[src/rtl/branch_uop_queue_pkg.sv]
// Shared constants for the branch micro-op queue: decoder body field layout
// (bit positions counted MSB-first, as the decoder documents them) and unit IDs.
package branch_uop_queue_pkg;

  localparam int unsigned BoPos   = 0;
  localparam int unsigned BoWidth = 5;
  localparam int unsigned BiPos   = 5;
  localparam int unsigned BiWidth = 5;
  localparam int unsigned BdPos   = 10;
  localparam int unsigned BdWidth = 14;
  localparam int unsigned AaPos   = 26;
  localparam int unsigned LkPos   = 27;

  // BO bit 2 (MSB-first) clear means the branch decrements and tests CTR.
  localparam int unsigned BoCtrBit = 2;

  localparam int unsigned OpcBc        = 25;
  localparam int unsigned BranchUnitID = 6;

endpackage

[src/rtl/branch_target_calc.sv]
// Combinational static target / link address resolution for a bc micro-op.
module branch_target_calc
  import branch_uop_queue_pkg::*;
#(
  parameter int unsigned addressWidth = 64,
  parameter int unsigned bodyWidth    = 28
) (
  input  logic [addressWidth-1:0] address_i,
  input  logic [bodyWidth-1:0]    body_i,
  input  logic                    is64Bit_i,
  output logic [addressWidth-1:0] target_o,
  output logic [addressWidth-1:0] linkAddr_o,
  output logic                    usesCtr_o
);

  localparam logic [addressWidth-1:0] Low32Mask = addressWidth'(64'hFFFF_FFFF);

  logic [BdWidth-1:0]      bd;
  logic                    aa;
  logic [addressWidth-1:0] offset;
  logic [addressWidth-1:0] target_raw;
  logic [addressWidth-1:0] link_raw;
  logic [addressWidth-1:0] mode_mask;
  logic                    unused_body;

  assign bd = body_i[bodyWidth-1-BdPos -: BdWidth];
  assign aa = body_i[bodyWidth-1-AaPos];

  assign offset     = {{(addressWidth-BdWidth-2){bd[BdWidth-1]}}, bd, 2'b00};
  assign target_raw = aa ? offset : (address_i + offset);
  assign link_raw   = address_i + addressWidth'(4);

  // 32-bit mode clears the upper word of both addresses.
  assign mode_mask  = is64Bit_i ? '1 : Low32Mask;
  assign target_o   = target_raw & mode_mask;
  assign linkAddr_o = link_raw & mode_mask;
  assign usesCtr_o  = ~body_i[bodyWidth-1-BoCtrBit];

  assign unused_body = ^{body_i[bodyWidth-1 -: 2],
                         body_i[bodyWidth-4 -: 2+BiWidth],
                         body_i[bodyWidth-1-BdPos-BdWidth -: 2],
                         body_i[bodyWidth-1-LkPos]};

endmodule

[src/rtl/branch_uop_queue.sv]
// In-order buffer of decoded bc micro-ops between the B-form decoder and the
// branch unit; targets are resolved on push, head is presented first-word-fall-through.
module branch_uop_queue
  import branch_uop_queue_pkg::*;
#(
  parameter int unsigned addressWidth            = 64,
  parameter int unsigned instructionCounterWidth = 64,
  parameter int unsigned PidSize                 = 32,
  parameter int unsigned TidSize                 = 64,
  parameter int unsigned opcodeSize              = 12,
  parameter int unsigned bodyWidth               = 28,
  parameter int unsigned queueDepth              = 4
) (
  input  logic                               clock_i,
  input  logic                               reset_i,
  input  logic                               enable_i,
  input  logic [opcodeSize-1:0]              opcode_i,
  input  logic [addressWidth-1:0]            instructionAddress_i,
  input  logic [instructionCounterWidth:0]   instMajId_i,
  input  logic                               is64Bit_i,
  input  logic [PidSize-1:0]                 instPid_i,
  input  logic [TidSize-1:0]                 instTid_i,
  input  logic [bodyWidth-1:0]               instructionBody_i,
  input  logic                               flush_i,
  output logic                               stall_o,
  output logic                               overflow_o,
  output logic                               valid_o,
  input  logic                               ready_i,
  output logic [opcodeSize-1:0]              opcode_o,
  output logic [instructionCounterWidth:0]   instMajId_o,
  output logic [PidSize-1:0]                 instPid_o,
  output logic [TidSize-1:0]                 instTid_o,
  output logic                               is64Bit_o,
  output logic [4:0]                         BO_o,
  output logic [4:0]                         BI_o,
  output logic                               LK_o,
  output logic [addressWidth-1:0]            target_o,
  output logic [addressWidth-1:0]            linkAddr_o,
  output logic                               usesCtr_o
);

  localparam int unsigned PtrW = $clog2(queueDepth);
  localparam int unsigned CntW = PtrW + 1;
  localparam logic [CntW-1:0] Depth = CntW'(queueDepth);

  logic [PtrW-1:0] wr_ptr_q, wr_ptr_d;
  logic [PtrW-1:0] rd_ptr_q, rd_ptr_d;
  logic [CntW-1:0] count_q, count_d;
  logic            overflow_q, overflow_d;

  logic full, valid, push, pop, wr_en;

  logic [addressWidth-1:0] calc_target;
  logic [addressWidth-1:0] calc_link;
  logic                    calc_uses_ctr;

  logic [opcodeSize-1:0]            opc_q  [queueDepth];
  logic [instructionCounterWidth:0] maj_q  [queueDepth];
  logic [PidSize-1:0]               pid_q  [queueDepth];
  logic [TidSize-1:0]               tid_q  [queueDepth];
  logic                             b64_q  [queueDepth];
  logic [4:0]                       bo_q   [queueDepth];
  logic [4:0]                       bi_q   [queueDepth];
  logic                             lk_q   [queueDepth];
  logic [addressWidth-1:0]          tgt_q  [queueDepth];
  logic [addressWidth-1:0]          lnk_q  [queueDepth];
  logic                             ctr_q  [queueDepth];

  branch_target_calc #(
    .addressWidth (addressWidth),
    .bodyWidth    (bodyWidth)
  ) u_target_calc (
    .address_i  (instructionAddress_i),
    .body_i     (instructionBody_i),
    .is64Bit_i  (is64Bit_i),
    .target_o   (calc_target),
    .linkAddr_o (calc_link),
    .usesCtr_o  (calc_uses_ctr)
  );

  assign full  = (count_q == Depth);
  assign valid = (count_q != '0);
  assign pop   = valid && ready_i;
  assign push  = enable_i && (!full || pop);
  assign wr_en = push && !flush_i;

  always_comb begin
    wr_ptr_d   = wr_ptr_q;
    rd_ptr_d   = rd_ptr_q;
    count_d    = count_q;
    overflow_d = overflow_q | (enable_i & full & ~pop);
    if (flush_i) begin
      wr_ptr_d = '0;
      rd_ptr_d = '0;
      count_d  = '0;
    end else begin
      if (push) wr_ptr_d = wr_ptr_q + PtrW'(1);
      if (pop)  rd_ptr_d = rd_ptr_q + PtrW'(1);
      unique case ({push, pop})
        2'b10:   count_d = count_q + CntW'(1);
        2'b01:   count_d = count_q - CntW'(1);
        default: count_d = count_q;
      endcase
    end
  end

  always_ff @(posedge clock_i or negedge reset_i) begin
    if (!reset_i) begin
      wr_ptr_q   <= '0;
      rd_ptr_q   <= '0;
      count_q    <= '0;
      overflow_q <= 1'b0;
    end else begin
      wr_ptr_q   <= wr_ptr_d;
      rd_ptr_q   <= rd_ptr_d;
      count_q    <= count_d;
      overflow_q <= overflow_d;
    end
  end

  always_ff @(posedge clock_i) begin
    if (wr_en) begin
      opc_q[wr_ptr_q] <= opcode_i;
      maj_q[wr_ptr_q] <= instMajId_i;
      pid_q[wr_ptr_q] <= instPid_i;
      tid_q[wr_ptr_q] <= instTid_i;
      b64_q[wr_ptr_q] <= is64Bit_i;
      bo_q[wr_ptr_q]  <= instructionBody_i[bodyWidth-1-BoPos -: BoWidth];
      bi_q[wr_ptr_q]  <= instructionBody_i[bodyWidth-1-BiPos -: BiWidth];
      lk_q[wr_ptr_q]  <= instructionBody_i[bodyWidth-1-LkPos];
      tgt_q[wr_ptr_q] <= calc_target;
      lnk_q[wr_ptr_q] <= calc_link;
      ctr_q[wr_ptr_q] <= calc_uses_ctr;
    end
  end

  // Storage is not reset, so head data is gated to zero whenever empty.
  assign valid_o     = valid;
  assign stall_o     = (Depth - count_q) <= CntW'(1);
  assign overflow_o  = overflow_q;
  assign opcode_o    = valid ? opc_q[rd_ptr_q] : '0;
  assign instMajId_o = valid ? maj_q[rd_ptr_q] : '0;
  assign instPid_o   = valid ? pid_q[rd_ptr_q] : '0;
  assign instTid_o   = valid ? tid_q[rd_ptr_q] : '0;
  assign is64Bit_o   = valid ? b64_q[rd_ptr_q] : 1'b0;
  assign BO_o        = valid ? bo_q[rd_ptr_q]  : '0;
  assign BI_o        = valid ? bi_q[rd_ptr_q]  : '0;
  assign LK_o        = valid ? lk_q[rd_ptr_q]  : 1'b0;
  assign target_o    = valid ? tgt_q[rd_ptr_q] : '0;
  assign linkAddr_o  = valid ? lnk_q[rd_ptr_q] : '0;
  assign usesCtr_o   = valid ? ctr_q[rd_ptr_q] : 1'b0;

endmodule
[config.mk]
export PLATFORM = sky130hd
export DESIGN_NAME = branch_uop_queue
export DESIGN_NICKNAME = d
export VERILOG_FILES = /design/src/rtl/branch_uop_queue_pkg.sv /design/src/rtl/branch_target_calc.sv /design/src/rtl/branch_uop_queue.sv
export SDC_FILE = /design/constraint.sdc
export NUM_CORES = 1
export LEC_CHECK = 0
export CELL_PAD_IN_SITES_DETAIL_PLACEMENT = 0
export CELL_PAD_IN_SITES_GLOBAL_PLACEMENT = 1
export CORE_ASPECT_RATIO = 1.5
export CORE_MARGIN = 10
export CORE_UTILIZATION = 54
export CTS_BUF_LIST = sky130_fd_sc_hd__clkbuf_4 sky130_fd_sc_hd__clkbuf_8
export CTS_CLUSTER_SIZE = 30
export DETAILED_ROUTE_END_ITERATION = 7
export PLACE_DENSITY_LB_ADDON = 0.1
export SLEW_MARGIN = 20
export SYNTH_ARGS = -nofsm -noshare
export SYNTH_HDL_FRONTEND = slang
export SYNTH_HIERARCHICAL = 1
export SYNTH_SLANG_ARGS = --single-unit
[constraint.sdc]
create_clock -name clock_i -period 19.3 [get_ports clock_i]
set_input_delay 4.825 -clock clock_i [delete_from_list [all_inputs] [get_ports clock_i]]
set_output_delay 4.825 -clock clock_i [all_outputs]
set_load 0.1 [all_outputs]
# --- Word-level counts from Yosys, hierarchy flattened ---
# Memory sizes are Yosys's and may differ from the RTL's.
# Cells that the tools add are included.
# Widths: inputs -> output; s select.
totals:
  register_bits: 8
  ramBits: 1256
  inputBits: 271
  n_memories: 11
  word_cells: 64
  output_inout_bits: 317
mem_list:
  columns: ["name", "words", "width", "read_ports", "rd_ports_with_merged_regs", "write_ports", "line", "source"]
  rows:
  - ["maj_q", 4, 65, 1, 0, 1, "branch_uop_queue.sv:58", "logic [instructionCounterWidth:0] maj_q [queueDepth];"]
  - ["lnk_q", 4, 64, 1, 0, 1, "branch_uop_queue.sv:66", "logic [addressWidth-1:0] lnk_q [queueDepth];"]
  - ["tgt_q", 4, 64, 1, 0, 1, "branch_uop_queue.sv:65", "logic [addressWidth-1:0] tgt_q [queueDepth];"]
  - ["tid_q", 4, 64, 1, 0, 1, "branch_uop_queue.sv:60", "logic [TidSize-1:0] tid_q [queueDepth];"]
  - ["pid_q", 4, 32, 1, 0, 1, "branch_uop_queue.sv:59", "logic [PidSize-1:0] pid_q [queueDepth];"]
  - ["opc_q", 4, 12, 1, 0, 1, "branch_uop_queue.sv:57", "logic [opcodeSize-1:0] opc_q [queueDepth];"]
  - ["5 more memories", null, null, null, null, null, null, null]
op_classes:
  muxes: 21
  reduce_logical: 10
  n_bitwise: 7
  eq_ne: 3
  n_addsub: 7
  n_lt_le_gt_ge: 1
ops:
  columns: ["op", "n"]
  rows:
  - ["$mux 64", 5]
  - ["$and 64x64->64", 2]
  - ["$mux 65", 1]
  - ["$add 64x3->64 const B", 1]
  - ["$add 64x64->64", 1]
  - ["$mux 32", 1]
  - ["$mux 12", 1]
  - ["$mux 5", 2]
  - ["$mux 2", 4]
  - ["$pmux 3 s2", 1]
  - ["$reduce_bool 3->1", 2]
  - ["$mux 1", 5]
  - ["$add 2x1->2 const B", 2]
  - ["$reduce_bool 2->1", 2]
  - ["$add 3x1->3 const B", 1]
  - ["$eq 3x3->1 const B", 1]
  - ["$le 3x1->1 const B", 1]
  - ["$logic_and 1x1->1", 3]
  - ["$mux 3", 1]
  - ["$sub 3x1->3 const B", 1]
  - ["$sub 3x3->3 const A", 1]
  - ["$and 1x1->1", 2]
  - ["$eq 2x1->1 const B", 1]
  - ["$eq 2x2->1 const B", 1]
  - ["other kinds (4)", 6]

# --- Depth between registers and ports, before layout ---
logic_depth:
  depth_word: 7
  mapped_depth: 13
  mapped_depth_nobuf: 13

# --- Hierarchy ---
# The synthesis kept the hierarchy.
modules_own_cells:
  columns: ["mod", "n_inst", "seq_area_each_um2", "cells_each", "area_each_um2"]
  rows:
  - ["branch_uop_queue", 1, 37916.4, 2052, 47999.8]
  - ["branch_target_calc", 1, 0.0, 849, 5684.2]

# --- Worst setup path before layout ---
# OpenSTA, ideal clock, no wires.
synth_timing:
  path_type: "in2reg"
  start: "in ready_i"
  end: "mem b64_q[0], enable pin"
  t_arrival_ps: 12515
  required_ps: 18584
  path_slack_ps: 6069
  path_stages: 4
  setup_time_ps: 716
  n_path_buf: 1
  cell_sequence: "nand2b_1 > clkbuf_1 > a211oi_1 > and2_1"
synth_between:
  elab_chain_len: 6
synth_rtl:
  columns: ["element", "line", "source"]
  rows:
  - ["start: declaration", "branch_uop_queue.sv:28", "input logic ready_i,"]
  - ["$logic_and 1x1->1", "branch_uop_queue.sv:83", "assign pop = valid && ready_i;"]
  - ["$logic_or 1x1->1", "branch_uop_queue.sv:84", "assign push = enable_i && (!full || pop);"]
  - ["$logic_and 1x1->1", "branch_uop_queue.sv:84", null]
  - ["$logic_and 1x1->1", "branch_uop_queue.sv:85", "assign wr_en = push && !flush_i;"]
  - ["$mux 1", "branch_uop_queue.sv:122", "if (wr_en) begin"]
  - ["$mux 1 (not written as such)", "branch_uop_queue.sv:127", "b64_q[wr_ptr_q] <= is64Bit_i;"]
  - ["end: declaration", "branch_uop_queue.sv:61", "logic b64_q [queueDepth];"]
# No other way between the ends.

# --- Worst setup path in the final report ---
layout_timing:
  start: "reg count_q[0]"
  end: "out instPid_o[7]"
layout_between:
  elab_chain_len: 2
layout_rtl:
  columns: ["element", "line", "source"]
  rows:
  - ["start: declaration", "branch_uop_queue.sv:48", "logic [CntW-1:0] count_q, count_d;"]
  - ["start signal: assignment", "branch_uop_queue.sv:116", "count_q <= count_d;"]
  - ["$reduce_bool 3->1", "branch_uop_queue.sv:82", "assign valid = (count_q != '0);"]
  - ["$mux 32", "branch_uop_queue.sv:143", "assign instPid_o = valid ? pid_q[rd_ptr_q] : '0;"]
  - ["end: declaration", "branch_uop_queue.sv:31", "output logic [PidSize-1:0] instPid_o,"]
# No other way between the ends.

==> impl_metrics.toml <==
[timing]
worst_slew_pin_slew_ps = 1180
setup_viol = 0
setup-tns-final_ps = 0
fin_skew_ps = 50.5
rsz0062_at_grt = "no"
drv_slew = 0
clock.fmax_mhz = 95.6
finalHoldViolCount = 0
holdWs_ps = 507
max_slew_margin_pct = 21.2
period_share_pct = 54.2
period_minus_slack_ps = 10450

[cells_and_area]
nets = 3890
multi_input_area_um2 = 14700
final_cell_mix = "edfxtp_1 (1256), clkdlybuf4s50_1 (578), and2_1 (344)"
seq_area_um2 = 37900
drive_gt1_share_pct = 18.0
final_core_util_pct = 64.9
final_common_cell = "edfxtp_1"
num-fill-cells = 6867
finalInstanceArea_um2 = 64000
area_delta_synth_final_pct = 19.3

[logic_synthesis]
synth_edf_count = 1256
synth.avg_cell_area_um2 = 18.5
syn_area_um2 = 53700
ys_seq_area_share_pct = 70.6
synth.yosys.warnings = 6
yosysUniqueCellTypes = 79
synthFlopType = "edfxtp_1"
synthesis.nets = 3244
synth_seq_cells = 1264
async_flop_share_pct = 0.633
synth_cells = 2901

[floorplanning]
io_pins = 588
initial_core_util_pct = 54.4
die_w_um = 277
die_area_um2 = 113000
fp-row-count = 141
core_area_um2 = 98600
fp.dieH_um = 406

[cts]
tritoncts = "done"
ctsHtreeMaxLevel = 4
insertion_delay_ps = 860
clockBufferDepth = 3
cts_sinks = 1264
clk_pin_slew_ps = 60
cts_resized = 0
cts.root.buffer_cell = "clkbuf_8"
post_cts_buffers = 0
cts-hold-fix-buffers = 0
cts_buffers = 181

[power_and_ir_drop]
clkPwrFrac_pct = 19.0
powerDensity_nw_per_um2 = 165
ir_worst_vdd_mv = 0.198
power.internal_uw = 5590
power_leakage_uw = 0.0207
p_sw_uw = 4950
sw_frac_of_total_pct = 47.0
share_comb_of_total_power_pct = 50.0
p_seq_share_pct = 31.0

[route]
vias_per_cell = 5.87
postRouteAntennaNets = 0
wl_per_cell_um = 26.7
drt-initial-drc-count = 2541
drtPass1Iterations = 5
post-route-drc-count = 0
routed-via-count = 29291
wirelength_mm = 133

[worst_setup_path]
rrSetupSlack_ps = 14300
r2r_end = "maj_q[2][31]$_DFFE_PP_"
path_common_cell = "ha_1"
endpoint_kind = "output pin"
worst-setup-path-type = "register to output pin"
cp.required_ps = 14480
critPathArrivalTime_ps = 5630
r2r_cells = 8
r2r_start = "count_q[0]$_DFFE_PN0P_"
worstPathCellList = "inv_1, ha_1, ha_1, inv_6, buf_4, buf_6, and2_1, clkdlybuf4s50_1"
worst_setup_path_start_kind = "register"
cp_max_fo = 115
worst_path_max_delay_cell = "clkdlybuf4s50_1"
slowest_delay_ps = 1250

[place]
port_buffers = 585
dpl-instance-area_um2 = 60500
dp_hpwl_mm = 86.7
place_congestion = 0.895

[hold_path]
hold_path_end = "overflow_o$_DFF_PN0_"
worstHoldStart = "overflow_o$_DFF_PN0_"
hold_path_depth = 1
hp-class = "register to register"

[global_route]
antenna_found_initial = 31
grt_max_degree = 146
grtUsageTotal_pct = 23.3
grt_overflow_total = 0
grt_pass1_wl_mm = 197
grt_pass1_vias = 30594

[outcome]
status = "finished clean"

[run]
drv_cap = 0
## power groups by stage
stage               registers [uW]  clock network, uW  logic [uW]
CTS                           3270               2060        5330
global route                  3280               2180        5460
floorplan                     3340                  0        4070
global placement              3320                  0        5300
detailed placement            3330                  0        5320
finish                        3270               2000        5270
## metal layers
layer  vias up  share of wire (%)  global-route usage (%)
li1      12875                  -                       -
met1     15082                 39                    29.2
met2      1077                 50                    37.9
met3       213                8.6                    7.73
met4        44                2.8                    7.97
met5         -               0.21                       0
## cells by family after synthesis
family,count (synthesis),share of synthesized area (%)
flip-flops,1264,70.6
AND/OR/NAND/NOR,646,6.78
multiplexers,321,13.3
AO/OA/AOI/OAI,296,3.77
buffers and inverters,189,1.95
XOR/XNOR,113,1.84
adder cells (fa/ha/maj),72,1.71
## per-stage QoR
step / instances / power (uW) / setup WS, ps
finish: 4994 / 10500 / 8850
global route: 4988 / 10900 / 8450
CTS: 4978 / 10700 / 8330
detailed placement: 4649 / 8650 / 9270
global placement: 4649 / 8620 / 9330
floorplan: 2901 / 7420 / 6070
## final cells by class
class,count,area share [%]
diodes,14,0.0547
clock buffers,231,4.49
clock inverters,98,0.866
inverters,34,0.207
multi-input cells,1448,23.0
flip-flops and latches,1264,59.2
well taps,1287,2.51
repair buffers,618,9.64
## how the worst max path moves through the flow
stage / cells after the start / endpoint / slack, ps / start
after floorplan: 4 / b64_q[0]$_DFFE_PP_ / 6070 / ready_i
after global placement: 8 / BO_o[2] / 9330 / count_q[0]$_DFFE_PN0P_
after detailed placement: 8 / BO_o[2] / 9270 / count_q[0]$_DFFE_PN0P_
after CTS: 8 / BO_o[2] / 8330 / count_q[0]$_DFFE_PN0P_
after global routing: 8 / instPid_o[7] / 8450 / count_q[0]$_DFFE_PN0P_
final: 8 / instPid_o[7] / 8850 / count_q[0]$_DFFE_PN0P_
## synth_stat cells (3+ instances only)
cell,n,area share (%)
or3_1,10,0.12
nor3_1,7,0.065
buf_6,29,0.61
inv_1,33,0.23
nand4_1,30,0.35
a221oi_1,4,0.065
and4_1,8,0.13
o211ai_1,3,0.042
mux2i_1,3,0.056
clkbuf_8,3,0.077
a31o_2,3,0.049
buf_4,4,0.056
nand3_1,40,0.37
dfrtp_1,8,0.37
ha_1,70,1.6
a31oi_1,8,0.093
a21o_1,39,0.55
and3_1,11,0.13
nor2_1,64,0.45
and2_1,348,4.1
o31ai_1,5,0.070
xor2_1,36,0.59
o21a_1,13,0.18
nor4_1,5,0.058
nand2_1,93,0.65
o21bai_1,22,0.31
a21oi_1,67,0.62
mux2_2,3,0.063
buf_2,38,0.35
nand2b_1,9,0.10
mux4_2,314,13
nor2b_1,7,0.082
o21ai_0,60,0.56
nor3b_1,4,0.056
clkdlybuf4s15_2,3,0.063
clkbuf_1,76,0.53
edfxtp_1,1256,70
a211oi_1,6,0.084
xnor2_1,77,1.3
a21boi_0,31,0.43
## sequential cells by signal, indices dropped and copies added, names as in the netlist
register / flops
lnk_q: 256
b64_q: 4
tid_q: 256
lk_q: 4
bi_q: 20
tgt_q: 256
overflow_o: 1
wr_ptr_q: 2
count_q: 3
bo_q: 20
opc_q: 48
ctr_q: 4
maj_q: 260
rd_ptr_q: 2
pid_q: 128
## critical path, delay by kind of cell, from the launching register on
kind / cells / cell delay [ps]
buffers and inverters: 5 / 3370
and+or+nand+nor: 1 / 290
adders and majority gates: 2 / 480
DFF: 1 / 440
Power figures use the tool's default switching activity.
